--- config.mk ---
export PLATFORM = sky130hd
export DESIGN_NAME = arbitro_memoria_datos
export DESIGN_NICKNAME = d
export VERILOG_FILES = /design/src/rtl/arbitro_memoria_datos.sv
export SDC_FILE = /design/constraint.sdc
export NUM_CORES = 1
export LEC_CHECK = 0
export CAP_MARGIN = 20
export CORE_UTILIZATION = 46
export CTS_BUF_LIST = sky130_fd_sc_hd__clkbuf_4
export DETAILED_ROUTE_END_ITERATION = 10
export PLACE_DENSITY_LB_ADDON = 0.25
export REMOVE_ABC_BUFFERS = 1
export SKIP_CTS_REPAIR_TIMING = 1
export SYNTH_ARGS = -nofsm -noshare
export SYNTH_HDL_FRONTEND = slang
export SYNTH_SLANG_ARGS = --single-unit
--- constraint.sdc ---
create_clock -name i_Clk -period 2.2 [get_ports i_Clk]
set_clock_uncertainty 0.2 [all_clocks]
set_input_delay 0.44 -clock i_Clk [delete_from_list [all_inputs] [get_ports i_Clk]]
set_output_delay 0.44 -clock i_Clk [all_outputs]
set_load 0.02 [all_outputs]
--- src/rtl/arbitro_memoria_datos.sv ---
// arbitro_memoria_datos: two-port round-robin arbiter and sequencer for the shared data RAM.
// One buffered command per port, configurable read latency, registered acks and busy flags.
module arbitro_memoria_datos #(
  parameter int ANCHO_DATOS = 8,
  parameter int ANCHO_DIR   = 8,
  parameter int LATENCIA    = 1
) (
  input  logic                   i_Clk,
  input  logic                   i_Rst,
  input  logic                   i_Req0,
  input  logic                   i_Req1,
  input  logic                   i_We0,
  input  logic                   i_We1,
  input  logic [ANCHO_DIR-1:0]   i_Dir0,
  input  logic [ANCHO_DIR-1:0]   i_Dir1,
  input  logic [ANCHO_DATOS-1:0] i_Dato0,
  input  logic [ANCHO_DATOS-1:0] i_Dato1,
  output logic                   o_Ack0,
  output logic                   o_Ack1,
  output logic [ANCHO_DATOS-1:0] o_Dato0,
  output logic [ANCHO_DATOS-1:0] o_Dato1,
  output logic                   o_Ocupado0,
  output logic                   o_Ocupado1,
  output logic                   o_Desborde0,
  output logic                   o_Desborde1,
  output logic                   o_Mem_En,
  output logic                   o_Mem_We,
  output logic [ANCHO_DIR-1:0]   o_Mem_Dir,
  output logic [ANCHO_DATOS-1:0] o_Mem_Dato,
  input  logic [ANCHO_DATOS-1:0] i_Mem_Dato
);
  typedef enum logic [1:0] {IDLE, ACCESO, RESP} estado_t;
  estado_t estado_q, estado_d;
  logic [1:0] req, we_in, acepta, busy;
  logic [1:0] pend_q, pend_d, bwe_q, bwe_d, ack_q, ack_d, ocupado_q, ocupado_d, desborde_q, desborde_d;
  logic [ANCHO_DIR-1:0] dir_in [2], bdir_q [2], bdir_d [2];
  logic [ANCHO_DATOS-1:0] dato_in [2], bdato_q [2], bdato_d [2], rd_q [2], rd_d [2];
  logic [ANCHO_DIR-1:0] mem_dir_q, mem_dir_d;
  logic [ANCHO_DATOS-1:0] mem_dato_q, mem_dato_d;
  logic puerto_q, puerto_d, ultimo_q, ultimo_d, gnt, mem_en_q, mem_en_d, mem_we_q, mem_we_d;
  logic [2:0] cnt_q, cnt_d;

  assign req = {i_Req1, i_Req0};
  assign we_in = {i_We1, i_We0};
  assign dir_in = '{i_Dir0, i_Dir1};
  assign dato_in = '{i_Dato0, i_Dato1};
  assign gnt = &pend_q ? ~ultimo_q : pend_q[1];

  always_comb begin
    for (int n = 0; n < 2; n++) begin
      busy[n] = pend_q[n] | (estado_q != IDLE && puerto_q == 1'(n));
      // the edge that ends a port's RESP cycle may already take its next command
      acepta[n] = req[n] & (~busy[n] | (estado_q == RESP && puerto_q == 1'(n)));
      bwe_d[n] = acepta[n] ? we_in[n] : bwe_q[n];
      bdir_d[n] = acepta[n] ? dir_in[n] : bdir_q[n];
      bdato_d[n] = acepta[n] ? dato_in[n] : bdato_q[n];
    end
    estado_d = estado_q;
    puerto_d = puerto_q;
    ultimo_d = ultimo_q;
    cnt_d = cnt_q;
    pend_d = pend_q;
    rd_d = rd_q;
    mem_en_d = 1'b0;
    mem_we_d = mem_we_q;
    mem_dir_d = mem_dir_q;
    mem_dato_d = mem_dato_q;
    case (estado_q)
      IDLE: if (|pend_q) begin
        estado_d = ACCESO;
        puerto_d = gnt;
        ultimo_d = gnt;
        pend_d[gnt] = 1'b0;
        cnt_d = 3'(LATENCIA);
        mem_en_d = 1'b1;
        mem_we_d = bwe_q[gnt];
        mem_dir_d = bdir_q[gnt];
        mem_dato_d = bdato_q[gnt];
      end
      ACCESO: if (mem_we_q || cnt_q == 3'd0) begin
        estado_d = RESP;
        if (!mem_we_q) rd_d[puerto_q] = i_Mem_Dato;
      end else cnt_d = cnt_q - 3'd1;
      RESP: estado_d = IDLE;
      default: estado_d = IDLE;
    endcase
    pend_d = pend_d | acepta;
    for (int n = 0; n < 2; n++) begin
      ack_d[n] = estado_d == RESP && puerto_d == 1'(n);
      ocupado_d[n] = pend_d[n] | (estado_d != IDLE && puerto_d == 1'(n));
    end
    desborde_d = req & ~acepta;
  end

  always_ff @(posedge i_Clk or negedge i_Rst) begin
    if (!i_Rst) begin
      estado_q <= IDLE;
      puerto_q <= 1'b0;
      ultimo_q <= 1'b1;
      cnt_q <= '0;
      pend_q <= '0;
      bwe_q <= '0;
      bdir_q <= '{default: '0};
      bdato_q <= '{default: '0};
      rd_q <= '{default: '0};
      ack_q <= '0;
      ocupado_q <= '0;
      desborde_q <= '0;
      mem_en_q <= 1'b0;
      mem_we_q <= 1'b0;
      mem_dir_q <= '0;
      mem_dato_q <= '0;
    end else begin
      estado_q <= estado_d;
      puerto_q <= puerto_d;
      ultimo_q <= ultimo_d;
      cnt_q <= cnt_d;
      pend_q <= pend_d;
      bwe_q <= bwe_d;
      bdir_q <= bdir_d;
      bdato_q <= bdato_d;
      rd_q <= rd_d;
      ack_q <= ack_d;
      ocupado_q <= ocupado_d;
      desborde_q <= desborde_d;
      mem_en_q <= mem_en_d;
      mem_we_q <= mem_we_d;
      mem_dir_q <= mem_dir_d;
      mem_dato_q <= mem_dato_d;
    end
  end

  assign o_Ack0 = ack_q[0];
  assign o_Ack1 = ack_q[1];
  assign o_Dato0 = rd_q[0];
  assign o_Dato1 = rd_q[1];
  assign o_Ocupado0 = ocupado_q[0];
  assign o_Ocupado1 = ocupado_q[1];
  assign o_Desborde0 = desborde_q[0];
  assign o_Desborde1 = desborde_q[1];
  assign o_Mem_En = mem_en_q;
  assign o_Mem_We = mem_we_q;
  assign o_Mem_Dir = mem_dir_q;
  assign o_Mem_Dato = mem_dato_q;
endmodule

# ---- Word-level counts from Yosys, hierarchy flattened
# Cells that the tools add are included.
dict set report totals {
  ff_bits 83
  latch_bits 0
  ram_bits 0
  romBits 0
  word_cells 99
  memories 0
}
dict set report op_classes {
  n_addsub 1
  mul 0
  n_div 0
  n_lt_le_gt_ge 5
  n_eq_ne 5
  shift 0
  mux 26
  bitwise_logic 21
  reduce_logical 21
}
# operator count
set ops {}
lappend ops {{two-way mux 8 bit} 7}
lappend ops {{bitwise mux 16 bit} 1}
lappend ops {{logical AND 1 bit} 10}
lappend ops {{demux 8 bit (select 1 bit)} 1}
lappend ops {{two-way mux 1 bit} 8}
lappend ops {{two-way mux 2 bit} 4}
lappend ops {{two-way mux 3 bit} 2}
lappend ops {{inverter 1 bit} 6}
lappend ops {{bitwise OR 1 bit} 6}
lappend ops {{one-hot mux 3 bit (2 select lines)} 1}
lappend ops {{AND reduction 3 bit} 2}
lappend ops {{nonzero test 2 bit} 3}
lappend ops {{AND 2 bit} 2}
lappend ops {{equality test 2 bit (second input constant)} 2}
lappend ops {{greater-or-equal comparator 2 bit (second input constant)} 2}
lappend ops {{!= test 2 bit (second input constant)} 2}
lappend ops {{inverter 1 -> 2 bit} 2}
lappend ops {{inverter 2 bit} 2}
lappend ops {{one-hot mux 2 bit (2 select lines)} 1}
lappend ops {{AND reduction 2 bit} 2}
lappend ops {{zero test 3 bit} 1}
lappend ops {{subtractor 3 x 1 -> 3 bit (second input constant)} 1}
lappend ops {{AND 1 bit} 2}
lappend ops {{equality test 2 x 1 -> 1 bit (second input constant)} 1}
lappend ops {{8 further kinds} 8}

# ---- Depth between registers and ports, before layout
# Gate-level depths: netlist of run 1.
dict set report depth {
  word_depth 12
  ltp_mapped 6
  ltp_nobuf 5
}

# ---- Worst setup path after synthesis of run 1
# Ideal clock, no wire load.
dict set report synth_timing {
  path_type {flip-flop to flip-flop}
  from {reg mem_we_q (netlist: o_Mem_We)}
  to {reg rd_q (netlist bit o_Dato1[0])}
  arrival_ns 1.813
  slack_ns 0.062
  path_stages_with_launch 5
  path_buffers 1
  path_cell_list {dfrtp_1 or3b_1 buf_6 nor4b_4 mux2_2}
}
dict set report synth_between {
  elab_chain_len 2
  elab_cells_between_ends 3
  classes_between {bitwise (1); reduce/logical (2)}
}
# element line_no
set synth_rtl {}
lappend synth_rtl {{start, declared} 40} ;# logic puerto_q, puerto_d, ultimo_q, ultimo_d, gnt, mem_en_q, mem_en_d, mem_we_q, mem_we_d;
lappend synth_rtl {{start signal, assigned} 127} ;# mem_we_q <= mem_we_d;
lappend synth_rtl {{logical OR 1 bit or inverter 1 bit (tied branches)} n/a}
lappend synth_rtl {{AND reduction 3 bit (no source line) *} n/a}
lappend synth_rtl {{end signal, assigned} 122} ;# rd_q <= rd_d;
lappend synth_rtl {{end, declared} 37} ;# logic [ANCHO_DATOS-1:0] dato_in [2], bdato_q [2], bdato_d [2], rd_q [2], rd_d [2];
# Mark *: on every way between the ends. The rest lies on a longest branch, timed or not.
# A chain may end at the register's enable or synchronous reset.

# ---- Worst setup path after layout of run 1
dict set report layout_timing {
  from {reg mem_dir_q[4] (netlist: o_Mem_Dir[4])}
  to {out o_Mem_Dir[4]}
}
# element line_no
set layout_lines {}
lappend layout_lines {{start, declared} 38} ;# logic [ANCHO_DIR-1:0] mem_dir_q, mem_dir_d;
lappend layout_lines {{start signal, assigned} 128} ;# mem_dir_q <= mem_dir_d;
lappend layout_lines {{end, declared} 28} ;# output logic [ANCHO_DIR-1:0] o_Mem_Dir,
# No word-level cell between the ends.

==> results of run 1 <==
[cells in the mapped netlist]
cell type,n
nor4b_4,1
o21ai_0,2
a21boi_0,1
o22ai_1,3
ha_1,2
o221ai_1,2
nor3b_1,1
nand2_1,19
o31ai_1,1
nor2_1,7
a21oi_1,4
a2bb2oi_1,17
a211o_1,1
a21boi_1,1
nor2b_1,3
a21o_1,1
dfstp_2,1
a211oi_1,17
a31oi_1,1
o211ai_1,2
mux2_2,51
dfrtp_1,82
or2_2,2
clkbuf_1,9
a211oi_2,1
a21bo_2,1
nand2b_1,1
or3b_1,1
buf_2,3
buf_6,1
nor3b_2,1
inv_1,9
nand3b_1,1
[cells by family (layout without fill, tap and decap cells)]
group	Yosys count	after routing	synth area share
compound gates	55	55	0.125
fa+ha+maj	2	2	0.00738
buf+inv	22	129	0.0277
flops	83	83	0.613
mux	51	51	0.169
simple gates	37	37	0.0575
[state kept, by name (all words and copies together) (netlist names), 2 cells and up]
register and cells:
o_Dato1 8, bdato_q 16, cnt_q 3, bdir_q 16, estado_q 2, o_Mem_Dato 8
ocupado_q 2, ack_q 2, o_Mem_Dir 8, o_Dato0 8, desborde_q 2, bwe_q 2
pend_q 2
[routing by layer]
| layer | global-route usage | wire [µm] |
|---|---|---|
| met2 | 0.341 | 3770 |
| met3 | 0.0349 | 270 |
| met1 | 0.301 | 3270 |
| met4 | 0.107 | 174 |
| met5 | 0 | 0 |
[worst paths after layout]
| kind | startpoint | endpoint | cells after the start | slack (ps) |
|---|---|---|---|---|
| worst max-delay path | o_Mem_Dir[4] | o_Mem_Dir[4] | 1 | 120 |
| worst min-delay path | i_Rst | o_Mem_Dir[0] | 2 | 260 |
| worst max register to register | o_Mem_We | o_Dato1[5] | 4 | 180 |
| worst min register to register | o_Dato0[5] | o_Dato0[5] | 1 | 320 |
| max in group asynchronous | i_Rst | bdato_q[2] | 3 | 900 |
| min in group i_Clk | o_Dato0[5] | o_Dato0[5] | 1 | 320 |
[report_power, final]
part,total [W],switching (W),internal [W]
Combinational,0.00361,0.00174,0.00188
Sequential,0.00275,0.000442,0.00230
Clock,0.000729,0.000495,0.000234
[through the flow]
stage / hold WS, ps / util / total power [W]
after floorplan: -55.6 / - / 0.00481
after global routing: 285 / 0.661 / 0.00757
after CTS: -283 / 0.659 / 0.00714
after global placement: 183 / 0.643 / 0.00629
final: 259 / 0.661 / 0.00709
after detailed placement: 184 / 0.643 / 0.00640
[area by class of cell]
| class | count | area (µm²) |
|---|---|---|
| Timing Repair Buffer | 104 | 1020 |
| Fill cell | 551 | 2360 |
| Clock inverter | 6 | 32.5 |
| Sequential cell | 83 | 2080 |
| Tap cell | 96 | 120 |
| Inverter | 9 | 33.8 |
| Multi-Input combinational cell | 145 | 1230 |
| Clock buffer | 10 | 75.1 |
==> flow_summary.toml, run 1 <==
[outcome]
status = "complete, no violations"

[drt]
vias = 2413
dr.pass1.iters = 4
drt-total-wl_mm = 7.48
drt.antenna.violating_nets = 0
drc_errors = 0
wl_per_cell_um = 16.5
dr.first_iter.drc_count = 100
vias_per_cell = 5.33

[worst_setup_path]
endpoint_kind = "output port"
cpPeakStageDelay_ps = 620
critPathRequiredTime_ps = 1560
crit_chain = "clkdlybuf4s50_1"
critPathTopFamily = "buffers and inverters"
path_buf_inv = 1
cp_slowest_cell = "clkdlybuf4s50_1"
start_kind = "register"
critPathMaxFanout = 2
worstPathArrival_ps = 1440
critPathKind = "register to output port"

[flow_run]
maxCapViolCount = 0

[synthesis]
yosys.area.top_type = "dfrtp_1"
yosys_warnings = 0
avgSynthCellArea_um2 = 13.6
synth.top_cell.area_share = 0.605
synth.distinct_cells = 33
syn-cell-area_um2 = 3390
synth_area_leaders = "dfrtp_1 60%, mux2_2 17%, a2bb2oi_1 4.4%, a211oi_1 3.8%, nand2_1 2.1%"
synth_seq_cells = 83
seq_area_frac_synth = 0.613
synthCells = 250

[timing]
finalSetupTns_ps = 0
period_needed_ps = 2080
drv_slew = 0
slew_headroom = 0.694
tightestPinTransition_ps = 457
finalHoldViolCount = 0
finalCritPeriodShare = 0.945
finalSetupViolations = 0
clock.fmax_mhz = 481
worst_slack_ps = 120
rsz0062_at_grt = "no"

[global_route]
antenna_found_initial = 0
grt_pass1_vias = 2524
grt_max_degree = 37
track_usage = 0.219
grt_first_pass_wirelength_mm = 12.6
grt_remaining_overflow = 0

[cts]
clk_latency_ps = 410
clockBufferDepth = 2
cts_tree = "yes"
cts.clk_slew.worst_paths_ps = 130
cts-root-buf = "clkbuf_4"
cts_buffers = 9
htreeDepth = 3
clock-sinks = 83

[power]
p_leak_nw = 1.94
power_density_nw_per_um2 = 1540
vdd_drop_max_v = 0.000743

[layout]
fin_area_um2 = 4590
diodes = 0
syn_to_final_growth_pct = 35.3
drive_gt1_frac = 0.252
final_cell_mix = "83 x clkdlybuf4s50_1, 82 x dfrtp_1, 51 x mux2_2"
final_common_cell = "clkdlybuf4s50_1"
nNetsFinal = 400
fin_cells = 453

[placement]
place.gp.congestion = 0.738
place_hpwl_mm = 5.34
place_area_um2 = 4470
dp_cells = 436
place_ws_ps = 71.4
port_buffers = 85

[die]
chipWidth_um = 87.9
rows = 30
io-pin-count = 86
core_area_um2 = 6940
die_h_um = 87.9
die_area_um2 = 7720
start_util = 0.488

[min_path]
holdCritPathClass = "primary input to async pin"
(Power assumes the default switching activity.)
==> inputs of run 2 (changes only) <==
--- a/config.mk
+++ b/config.mk
@@ -5,10 +5,10 @@
 export SDC_FILE = /design/constraint.sdc
 export NUM_CORES = 1
 export LEC_CHECK = 0
-export CAP_MARGIN = 20
 export CORE_UTILIZATION = 46
 export CTS_BUF_LIST = sky130_fd_sc_hd__clkbuf_4
 export DETAILED_ROUTE_END_ITERATION = 10
+export GPL_TIMING_DRIVEN = 1
 export PLACE_DENSITY_LB_ADDON = 0.25
 export REMOVE_ABC_BUFFERS = 1
 export SKIP_CTS_REPAIR_TIMING = 1
==> results of run 2 <==
Same layout as run 1: the final DEF is identical, and so are final timing and power.
==> inputs of run 3 (changes only) <==
--- a/config.mk
+++ b/config.mk
@@ -5,8 +5,10 @@
 export SDC_FILE = /design/constraint.sdc
 export NUM_CORES = 1
 export LEC_CHECK = 0
-export CORE_UTILIZATION = 46
+export ABC_AREA = 1
+export CORE_UTILIZATION = 51
 export CTS_BUF_LIST = sky130_fd_sc_hd__clkbuf_4
+export CTS_CLUSTER_SIZE = 14
 export DETAILED_ROUTE_END_ITERATION = 10
 export GPL_TIMING_DRIVEN = 1
 export PLACE_DENSITY_LB_ADDON = 0.25
==> constraint.sdc (replaced) <==
create_clock -name i_Clk -period 2.39 [get_ports i_Clk]
set_clock_uncertainty 0.2 [all_clocks]
set_input_delay 0.478 -clock i_Clk [delete_from_list [all_inputs] [get_ports i_Clk]]
set_output_delay 0.478 -clock i_Clk [all_outputs]
set_load 0.02 [all_outputs]
==> run 3 against run 2 <==
  * Cell count rose by 34%
  * Critical path depth did not move
  * Routed wire length rose by 2.8%
  * Global-route usage rose by 1.6 points
  * Sequential cell count did not move
  * Critical path type unchanged
  * Largest cell class unchanged
  * Largest power group unchanged
==> flow_summary.toml, run 3 <==
[outcome]
status = "complete, no violations"

[worst_setup_path]
critPathRequiredTime_ps = 1710
worstPathArrival_ps = 1560
cpPeakStageDelay_ps = 650
endpoint_kind = "output port"
reg2reg_from = "pend_q[1]"
critPathKind = "register to output port"
crit_chain = "clkdlybuf4s50_1"
critPathLaunch = "o_Mem_We"
critPathMaxFanout = 3
start_kind = "register"
path_buf_inv = 1
critPathTopFamily = "buffers and inverters"
cp_slowest_cell = "clkdlybuf4s50_1"

[timing]
period_needed_ps = 2240
drv_slew = 0
rsz0062_at_grt = "no"
tightestPinTransition_ps = 642
finalSetupViolations = 0
slew_headroom = 0.571
finalCritPeriodShare = 0.937
finalHoldViolCount = 0
clock.fmax_mhz = 447
finalSetupTns_ps = 0

[die]
rows = 30
chipWidth_um = 86.1
die_h_um = 86.1
core_area_um2 = 6830
start_util = 0.529
die_area_um2 = 7420
io-pin-count = 86

[placement]
port_buffers = 85
place_area_um2 = 4520
dp_cells = 592
place_hpwl_mm = 5.44
place.gp.congestion = 0.796

[drt]
topRoutingLayerUsed = "met4"
met1Wirelength_mm = 3.43
dr.pass1.iters = 4
vias = 3010
wl_per_cell_um = 12.6
route.met3.wl_um = 526
drt.antenna.violating_nets = 0
met2WireLength_mm = 3.63
drc_errors = 0
drt-total-wl_mm = 7.70
vias_per_cell = 4.94
dr.first_iter.drc_count = 199

[power]
seqPwrFrac = 0.375
intPower_w = 0.00381
power_density_nw_per_um2 = 1390
combPwrFrac = 0.471
p_sw_frac = 0.419
vdd_drop_max_v = 0.000769
power_switching_w = 0.00275
p_leak_nw = 2.45
power_frac_clock = 0.154

[layout]
diodes = 0
fin_area_um2 = 4710
drive_gt1_frac = 0.0721
utilization = 0.690
nNetsFinal = 556
final_cell_mix = "179 x nand2_1, 84 x clkdlybuf4s50_1, 82 x dfrtp_1"
syn_to_final_growth_pct = 30.5
final_common_cell = "nand2_1"
reg.largest.list = "bdato_q (16), bdir_q (16)"
fin_cells = 609
fillers = 602

[synthesis]
avgSynthCellArea_um2 = 8.58
synth_commonest_cells = "179 x nand2_1, 82 x dfrtp_1, 46 x inv_1"
seq_area_frac_synth = 0.576
synth_seq_cells = 83
synth_area_leaders = "dfrtp_1 57%, nand2_1 19%, inv_1 4.8%, o21ai_1 4.7%, nand3_1 3.2%"
ys_async_sr_fraction = 1.00
synth.top_cell.area_share = 0.568
synth_edf_count = 0
synth.distinct_cells = 23
syn-cell-area_um2 = 3610
synthCells = 421
synth_most_common_cell = "nand2_1"
yosys_warnings = 0
yosys.area.top_type = "dfrtp_1"
synth_ff_type = "dfrtp_1"

[cts]
cts_tree = "yes"
cts_buffers = 9
clockBufferDepth = 2
clock-sinks = 83
clk_latency_ps = 430
cts-root-buf = "clkbuf_4"
htreeDepth = 3
cts.clk_slew.worst_paths_ps = 120

[global_route]
grt_pass1_vias = 2974
grt_first_pass_wirelength_mm = 13.4
track_usage = 0.235
grt_max_degree = 36
grt_remaining_overflow = 0
antenna_found_initial = 0

[flow_run]
maxCapViolCount = 0

[min_path]
min_from = "ultimo_q"
holdCritPathClass = "register to register"
[run 3: cell families (layout without fill, tap and decap cells)]
| logic type | Yosys count | count (layout) | share of synthesized area |
|---|---|---|---|
| buffers and inverters | 66 | 158 | 0.0832 |
| AO/OA/AOI/OAI | 39 | 39 | 0.0554 |
| XOR/XNOR | 1 | 1 | 0.00243 |
| AND/OR/NAND/NOR | 230 | 230 | 0.277 |
| adder cells (fa/ha/maj) | 2 | 2 | 0.00693 |
| flip-flops | 83 | 83 | 0.576 |
[run 3: layer usage]
metal / global-route usage / up-vias
li1: - / 1495
met1: 0.298 / 1399
met2: 0.397 / 107
met3: 0.0472 / 9
met4: 0.0924 / 0
met5: 0 / -
[run 3: layout make-up]
cell class | count | area, µm² | area share
clock inverter | 7 | 116 | 0.0247
clock buffer | 9 | 67.6 | 0.0143
tap | 96 | 120 | 0.0255
sequential | 83 | 2080 | 0.441
multi-input combinational | 272 | 1230 | 0.261
inverter | 48 | 180 | 0.0382
timing repair buffer | 94 | 918 | 0.195
[run 3: worst min-delay path, stage by stage, from the launching register on]
cell,delay [ps]
dfstp_2,390
nand2_1,50
nand2_1,50
[run 3: metrics by stage]
stage,hold slack [ps],worst slack [ps],power (W)
after floorplan,-17.6,587,0.00432
after global placement,239,539,0.00547
after detailed placement,240,478,0.00559
after CTS,-248,127,0.00662
after global routing,306,67.7,0.00711
final,276,151,0.00656
[run 3: power groups by stage]
stage	Combinational [W]	Sequential, W	Clock [W]
finish	0.00309	0.00246	0.00101
global route	0.00348	0.00254	0.00109
CTS	0.00312	0.00246	0.00103
detailed placement	0.00311	0.00249	0
global placement	0.00300	0.00247	0
floorplan	0.00149	0.00282	0
[run 3: path summary, 6_finish.rpt]
kind                                    to  slack (ps)  cells after the start
worst max-delay path              o_Mem_We         150                      1
worst min-delay path              ultimo_q         280                      2
worst max register to register    o_Mem_We         580                      5
worst min register to register    ultimo_q         280                      2
max in group asynchronous         puerto_q        1050                      3
min in group asynchronous       bdir_q[12]         300                      2
